==> src/rtl/pipe_control_unit.sv <==
// Pipelined MIPS control: decodes the IF/ID instruction and carries each control group
// through ID/EX, MEM_STAGES memory registers and MEM/WB, with stall, flush and sticky halt.
module pipe_control_unit #(
  parameter int unsigned MEM_STAGES   = 1,
  parameter bit          ILLEGAL_HALT = 1'b1
) (
  input  logic        CLK,
  input  logic        nRST,
  input  logic [31:0] instr,
  input  logic        instr_v,
  input  logic        stall,
  input  logic        flush,
  output logic [3:0]  ex_ALUop,
  output logic        ex_alusrc,
  output logic        ex_ext,
  output logic        ex_lui,
  output logic        ex_shift,
  output logic        ex_regdst,
  output logic        ex_branch,
  output logic        ex_bne,
  output logic        ex_jumpi,
  output logic        ex_jumpreg,
  output logic        mem_memwr,
  output logic        mem_memread,
  output logic        wb_regwr,
  output logic        wb_memtoreg,
  output logic        wb_jumpal,
  output logic        halt,
  output logic        busy
);

  localparam logic [5:0] OpRtype = 6'h00, OpJ     = 6'h02, OpJal  = 6'h03, OpBeq  = 6'h04;
  localparam logic [5:0] OpBne   = 6'h05, OpAddiu = 6'h09, OpSlti = 6'h0a, OpSltiu = 6'h0b;
  localparam logic [5:0] OpAndi  = 6'h0c, OpOri   = 6'h0d, OpXori = 6'h0e, OpLui  = 6'h0f;
  localparam logic [5:0] OpLw    = 6'h23, OpSw    = 6'h2b, OpLl   = 6'h30, OpSc   = 6'h38;
  localparam logic [5:0] OpHalt  = 6'h3f;

  localparam logic [5:0] FnSll = 6'h00, FnSrl = 6'h02, FnJr  = 6'h08, FnAdd  = 6'h20;
  localparam logic [5:0] FnAddu = 6'h21, FnSub = 6'h22, FnSubu = 6'h23, FnAnd = 6'h24;
  localparam logic [5:0] FnOr  = 6'h25, FnXor = 6'h26, FnNor = 6'h27, FnSlt  = 6'h2a;
  localparam logic [5:0] FnSltu = 6'h2b;

  localparam logic [3:0] AluSll = 4'd0, AluSrl = 4'd1, AluAdd = 4'd2, AluSub = 4'd3;
  localparam logic [3:0] AluAnd = 4'd4, AluOr  = 4'd5, AluXor = 4'd6, AluNor = 4'd7;
  localparam logic [3:0] AluSlt = 4'd8, AluSltu = 4'd9;

  typedef struct packed {
    logic       valid;
    logic       halt;
    logic [3:0] aluop;
    logic       alusrc;
    logic       ext;
    logic       lui;
    logic       shift;
    logic       regdst;
    logic       branch;
    logic       bne;
    logic       jumpi;
    logic       jumpreg;
    logic       memwr;
    logic       memread;
    logic       regwr;
    logic       memtoreg;
    logic       jumpal;
  } idex_t;

  typedef struct packed {
    logic valid;
    logic halt;
    logic memwr;
    logic memread;
    logic regwr;
    logic memtoreg;
    logic jumpal;
  } mem_t;

  typedef struct packed {
    logic valid;
    logic halt;
    logic regwr;
    logic memtoreg;
    logic jumpal;
  } wb_t;

  logic [5:0] op, fn;
  logic       legal;
  idex_t      dec, idex_d, idex_q;
  mem_t       mem_in;
  mem_t       mem_src [MEM_STAGES];
  mem_t       mem_q   [MEM_STAGES];
  wb_t        wb_d, wb_q;
  logic       halt_pending_q, halt_q;
  logic [MEM_STAGES-1:0] mem_valid;
  logic       unused_instr;

  assign op           = instr[31:26];
  assign fn           = instr[5:0];
  assign unused_instr = ^instr[25:6];

  always_comb begin
    dec        = '0;
    dec.valid  = 1'b1;
    dec.ext    = 1'b1;
    dec.regwr  = 1'b1;
    legal      = 1'b1;
    case (op)
      OpRtype: begin
        dec.regdst = 1'b1;
        case (fn)
          FnSll:          begin dec.aluop = AluSll; dec.shift = 1'b1; end
          FnSrl:          begin dec.aluop = AluSrl; dec.shift = 1'b1; end
          FnJr:           begin dec.jumpreg = 1'b1; dec.regwr = 1'b0; end
          FnAdd, FnAddu:  dec.aluop = AluAdd;
          FnSub, FnSubu:  dec.aluop = AluSub;
          FnAnd:          dec.aluop = AluAnd;
          FnOr:           dec.aluop = AluOr;
          FnXor:          dec.aluop = AluXor;
          FnNor:          dec.aluop = AluNor;
          FnSlt:          dec.aluop = AluSlt;
          FnSltu:         dec.aluop = AluSltu;
          default:        legal = 1'b0;
        endcase
      end
      OpJ:     begin dec.jumpi = 1'b1; dec.regwr = 1'b0; end
      OpJal:   begin dec.jumpi = 1'b1; dec.jumpal = 1'b1; end
      OpBeq:   begin dec.branch = 1'b1; dec.aluop = AluSub; dec.regwr = 1'b0; end
      OpBne:   begin
        dec.branch = 1'b1;
        dec.bne    = 1'b1;
        dec.aluop  = AluSub;
        dec.regwr  = 1'b0;
      end
      OpAddiu, OpLl, OpSc: begin dec.alusrc = 1'b1; dec.aluop = AluAdd; end
      OpSlti:  begin dec.alusrc = 1'b1; dec.aluop = AluSlt; end
      OpSltiu: begin dec.alusrc = 1'b1; dec.aluop = AluSltu; end
      OpAndi:  begin dec.alusrc = 1'b1; dec.ext = 1'b0; dec.aluop = AluAnd; end
      OpOri:   begin dec.alusrc = 1'b1; dec.ext = 1'b0; dec.aluop = AluOr; end
      OpXori:  begin dec.alusrc = 1'b1; dec.ext = 1'b0; dec.aluop = AluXor; end
      OpLui:   begin
        dec.alusrc = 1'b1;
        dec.ext    = 1'b0;
        dec.lui    = 1'b1;
        dec.aluop  = AluOr;
      end
      OpLw:    begin
        dec.alusrc   = 1'b1;
        dec.aluop    = AluAdd;
        dec.memread  = 1'b1;
        dec.memtoreg = 1'b1;
      end
      OpSw:    begin
        dec.alusrc = 1'b1;
        dec.aluop  = AluAdd;
        dec.memwr  = 1'b1;
        dec.regwr  = 1'b0;
      end
      OpHalt:  begin dec.halt = 1'b1; dec.regwr = 1'b0; end
      default: legal = 1'b0;
    endcase
    // An illegal word becomes either a plain HALT entry or nothing at all.
    if (!legal) begin
      dec = '0;
      if (ILLEGAL_HALT) begin
        dec.valid = 1'b1;
        dec.halt  = 1'b1;
        dec.ext   = 1'b1;
      end
    end
  end

  always_comb begin
    idex_d = (!instr_v || flush || halt_pending_q) ? '0 : dec;

    mem_in.valid    = idex_q.valid;
    mem_in.halt     = idex_q.halt;
    mem_in.memwr    = idex_q.memwr;
    mem_in.memread  = idex_q.memread;
    mem_in.regwr    = idex_q.regwr;
    mem_in.memtoreg = idex_q.memtoreg;
    mem_in.jumpal   = idex_q.jumpal;

    wb_d.valid    = mem_q[MEM_STAGES-1].valid;
    wb_d.halt     = mem_q[MEM_STAGES-1].halt;
    wb_d.regwr    = mem_q[MEM_STAGES-1].regwr;
    wb_d.memtoreg = mem_q[MEM_STAGES-1].memtoreg;
    wb_d.jumpal   = mem_q[MEM_STAGES-1].jumpal;
  end

  always_ff @(posedge CLK or negedge nRST) begin
    if (!nRST) begin
      idex_q         <= '0;
      wb_q           <= '0;
      halt_pending_q <= 1'b0;
      halt_q         <= 1'b0;
    end else if (!stall) begin
      idex_q         <= idex_d;
      wb_q           <= wb_d;
      halt_pending_q <= halt_pending_q | idex_d.halt;
      halt_q         <= halt_q | wb_d.halt;
    end
  end

  for (genvar g = 0; g < MEM_STAGES; g++) begin : g_mem
    if (g == 0) begin : g_first
      assign mem_src[g] = mem_in;
    end else begin : g_next
      assign mem_src[g] = mem_q[g-1];
    end

    always_ff @(posedge CLK or negedge nRST) begin
      if (!nRST) begin
        mem_q[g] <= '0;
      end else if (!stall) begin
        mem_q[g] <= mem_src[g];
      end
    end

    assign mem_valid[g] = mem_q[g].valid;
  end

  assign ex_ALUop    = idex_q.aluop;
  assign ex_alusrc   = idex_q.alusrc;
  assign ex_ext      = idex_q.ext;
  assign ex_lui      = idex_q.lui;
  assign ex_shift    = idex_q.shift;
  assign ex_regdst   = idex_q.regdst;
  assign ex_branch   = idex_q.branch;
  assign ex_bne      = idex_q.bne;
  assign ex_jumpi    = idex_q.jumpi;
  assign ex_jumpreg  = idex_q.jumpreg;
  assign mem_memwr   = mem_q[MEM_STAGES-1].memwr;
  assign mem_memread = mem_q[MEM_STAGES-1].memread;
  assign wb_regwr    = wb_q.regwr;
  assign wb_memtoreg = wb_q.memtoreg;
  assign wb_jumpal   = wb_q.jumpal;
  assign halt        = halt_q;
  assign busy        = idex_q.valid | (|mem_valid) | wb_q.valid;

endmodule

==> config.mk <==
export PLATFORM = sky130hd
export DESIGN_NAME = pipe_control_unit
export DESIGN_NICKNAME = d
export VERILOG_FILES = /design/src/rtl/pipe_control_unit.sv
export SDC_FILE = /design/constraint.sdc
export NUM_CORES = 1
export LEC_CHECK = 0
export ABC_AREA = 1
export BUFFER_PORTS_ARGS = -buffer_cell sky130_fd_sc_hd__buf_2
export CORE_MARGIN = 5
export CORE_UTILIZATION = 52
export CTS_BUF_LIST = sky130_fd_sc_hd__clkbuf_8
export DETAILED_ROUTE_END_ITERATION = 10
export PLACE_DENSITY = 0.82
export SLEW_MARGIN = 40
export SYNTH_ARGS = -nofsm -noshare
export SYNTH_HDL_FRONTEND = slang
export SYNTH_SLANG_ARGS = --single-unit
==> constraint.sdc <==
create_clock -name CLK -period 1.17 [get_ports CLK]
set_input_delay 0.117 -clock CLK [delete_from_list [all_inputs] [get_ports CLK]]
set_output_delay 0.117 -clock CLK [all_outputs]
set_load 0.01 [all_outputs]
==> impl_metrics.ini <==
[floorplanning]
fp.coreArea_mm2 = 0.00308
die_h_um = 67.0
die_area_mm2 = 0.00449
initial_core_util = 0.550
num_rows = 20
die_w_um = 67.0
ios = 57

[run]
max-cap-violations = 0

[sta]
finalSetupViolCount = 0
fmax_mhz = 912
rsz0062_at_grt = yes
period_needed_ps = 1100
hold_viol = 0
slew_headroom = 0.686
fin_crit_sh = 0.937
finalClockSkew_ps = 4.25
drv_slew = 0
tightestPinTransition_ps = 471

[yosys]
synth_area_leaders = dfrtp_1, nand2_1, nand3_1, inv_1, nor2_1
synthCells = 226
synth_seq_cells = 31
synth_seq_area_share = 0.459
synthDistinctLibCells = 23
synth.avg_cell_area_um2 = 7.49
synth_nets = 263
syn-cell-area_mm2 = 0.00169
yosys.area.top_type = dfrtp_1
yosys_warnings = 0
synth.top_cell.area_share = 0.459

[global_route]
grt_remaining_overflow = 0
grt_pass1_wl_mm = 6.85
grt_max_degree = 25
grt_pass1_vias = 1636
antenna_found_initial = 0
grt_usage = 0.196

[place]
dp_hpwl_mm = 2.94
gp_congestion = 0.973
portBuffers = 36

[route]
final_antenna_net_count = 0
drt-wirelength-per-cell_um = 11.6
wirelength_mm = 3.80
drt_first_pass_iters = 4
route.vias.total = 1641
drtIter0Drc = 119
post-route-drc-count = 0
drt-vias-per-instance = 5.00

[status]
status = finished, final reports clean

[critical_path]
worstPathRequired_ps = 1360
crit_type = reg2reg
startpoint_type = flip-flop
worstPathArrival_ps = 1290
crit_fanout = 6
end_kind = flip-flop
reg2reg_slack_ps = 70

[final_layout]
diodes = 0
layout_commonest_cell = nand2_1
nets = 320
areaGrowthSynthToFinish_pct = 29.0
final_cell_mix = nand2_1, buf_2, dfrtp_1
drive_gt1_frac = 0.320
fill_cells = 261
top_register = idex_q
fin_util = 0.709
largest_reg_flops = 6

[power]
ir_worst_vdd_v = 0.000599
powerDensity_mw_per_mm2 = 1100
p_leak_nw = 1.29
power.total_mw = 2.40

[min_path]
hp-class = in2reg

[clocking]
worstSkewPairLatency_ps = 280
clk_pin_slew_worst_paths_ps = 70
htreeDepth = 2
clk_path_buf_depth = 2
numCtsBuffers = 5
cts_tree = built
cts_sinks = 31
root_buffer = clkbuf_8
## critical path, cell delays in order, from the launching register on
cell	delay, ps
dfrtp_1	370
inv_1	60
nand2_1	110
inv_1	190
nand4_1	110
o21ai_0	180
## synth_stat cells (all sizes together)
cell type	instances
a21o	1
o21ai	7
dfrtp	31
a31oi	1
nor2	28
nand4	1
o41ai	2
inv	24
a21oi	4
nand3	32
nor2b	1
clkbuf	4
nand2	79
buf	6
o31ai	5
## per-stage QoR
stage | cells | setup TNS, ps | hold WS, ps | cell area (µm²) | setup WS [ps]
after floorplan | 226 | 0 | -179 | 1690 | 86.5
after global placement | 319 | -219 | 37.1 | 2050 | -81.0
after detailed placement | 319 | -470 | 36.1 | 2050 | -105
after CTS | 328 | 0 | 117 | 2180 | 85.7
after global routing | 328 | -105 | 131 | 2180 | -52.3
final | 328 | 0 | 117 | 2180 | 73.2
## power breakdown
group / total (mW) / switching (mW) / internal [mW] / leakage (nW)
sequential: 1.07 / 0.0000000000000849 / 1.07 / 0.428
clock: 1.08 / 0.394 / 0.688 / 0.0612
combinational: 0.244 / 0.154 / 0.0896 / 0.799
## layer usage
layer	vias up	GRT usage	wire [µm]
met1	749	0.235	1620
met3	7	0.0320	256
met4	0	0.0785	68
met2	54	0.345	1860
li1	831	-	-
met5	-	0	0
## cell families after synthesis
logic type | count (synthesis) | synth area share
buf+inv | 34 | 0.0888
simple gates | 141 | 0.379
compound gates | 20 | 0.0732
flops | 31 | 0.459
## cell type report
cell class | instances | area [µm²] | share of cell area
clock buffers | 6 | 82.6 | 0.0378
clock inverters | 2 | 35.0 | 0.0161
inverters | 24 | 90.1 | 0.0413
multi-input cells | 161 | 768 | 0.352
flip-flops and latches | 31 | 776 | 0.356
well taps | 44 | 55.1 | 0.0252
repair buffers | 60 | 375 | 0.172
## final timing paths
kind,startpoint,endpoint,cells after the start
max in group asynchronous,nRST,ex_ALUop[3],3
setup / recovery,halt_pending_q,ex_jumpi,5
setup reg to reg,halt_pending_q,ex_jumpi,5
hold reg to reg,halt,halt,1
hold / removal,stall,ex_shift,2
min in group asynchronous,nRST,ex_bne,2
## repair_timing
action                     in CTS  in global routing
hold buffers                    1                  0
resized for setup               0                  1
buffers inserted                0                  0
setup endpoints to repair       0                  5
hold endpoints to repair       12                  0
Note: power is estimated with default switching activity, not from simulation.
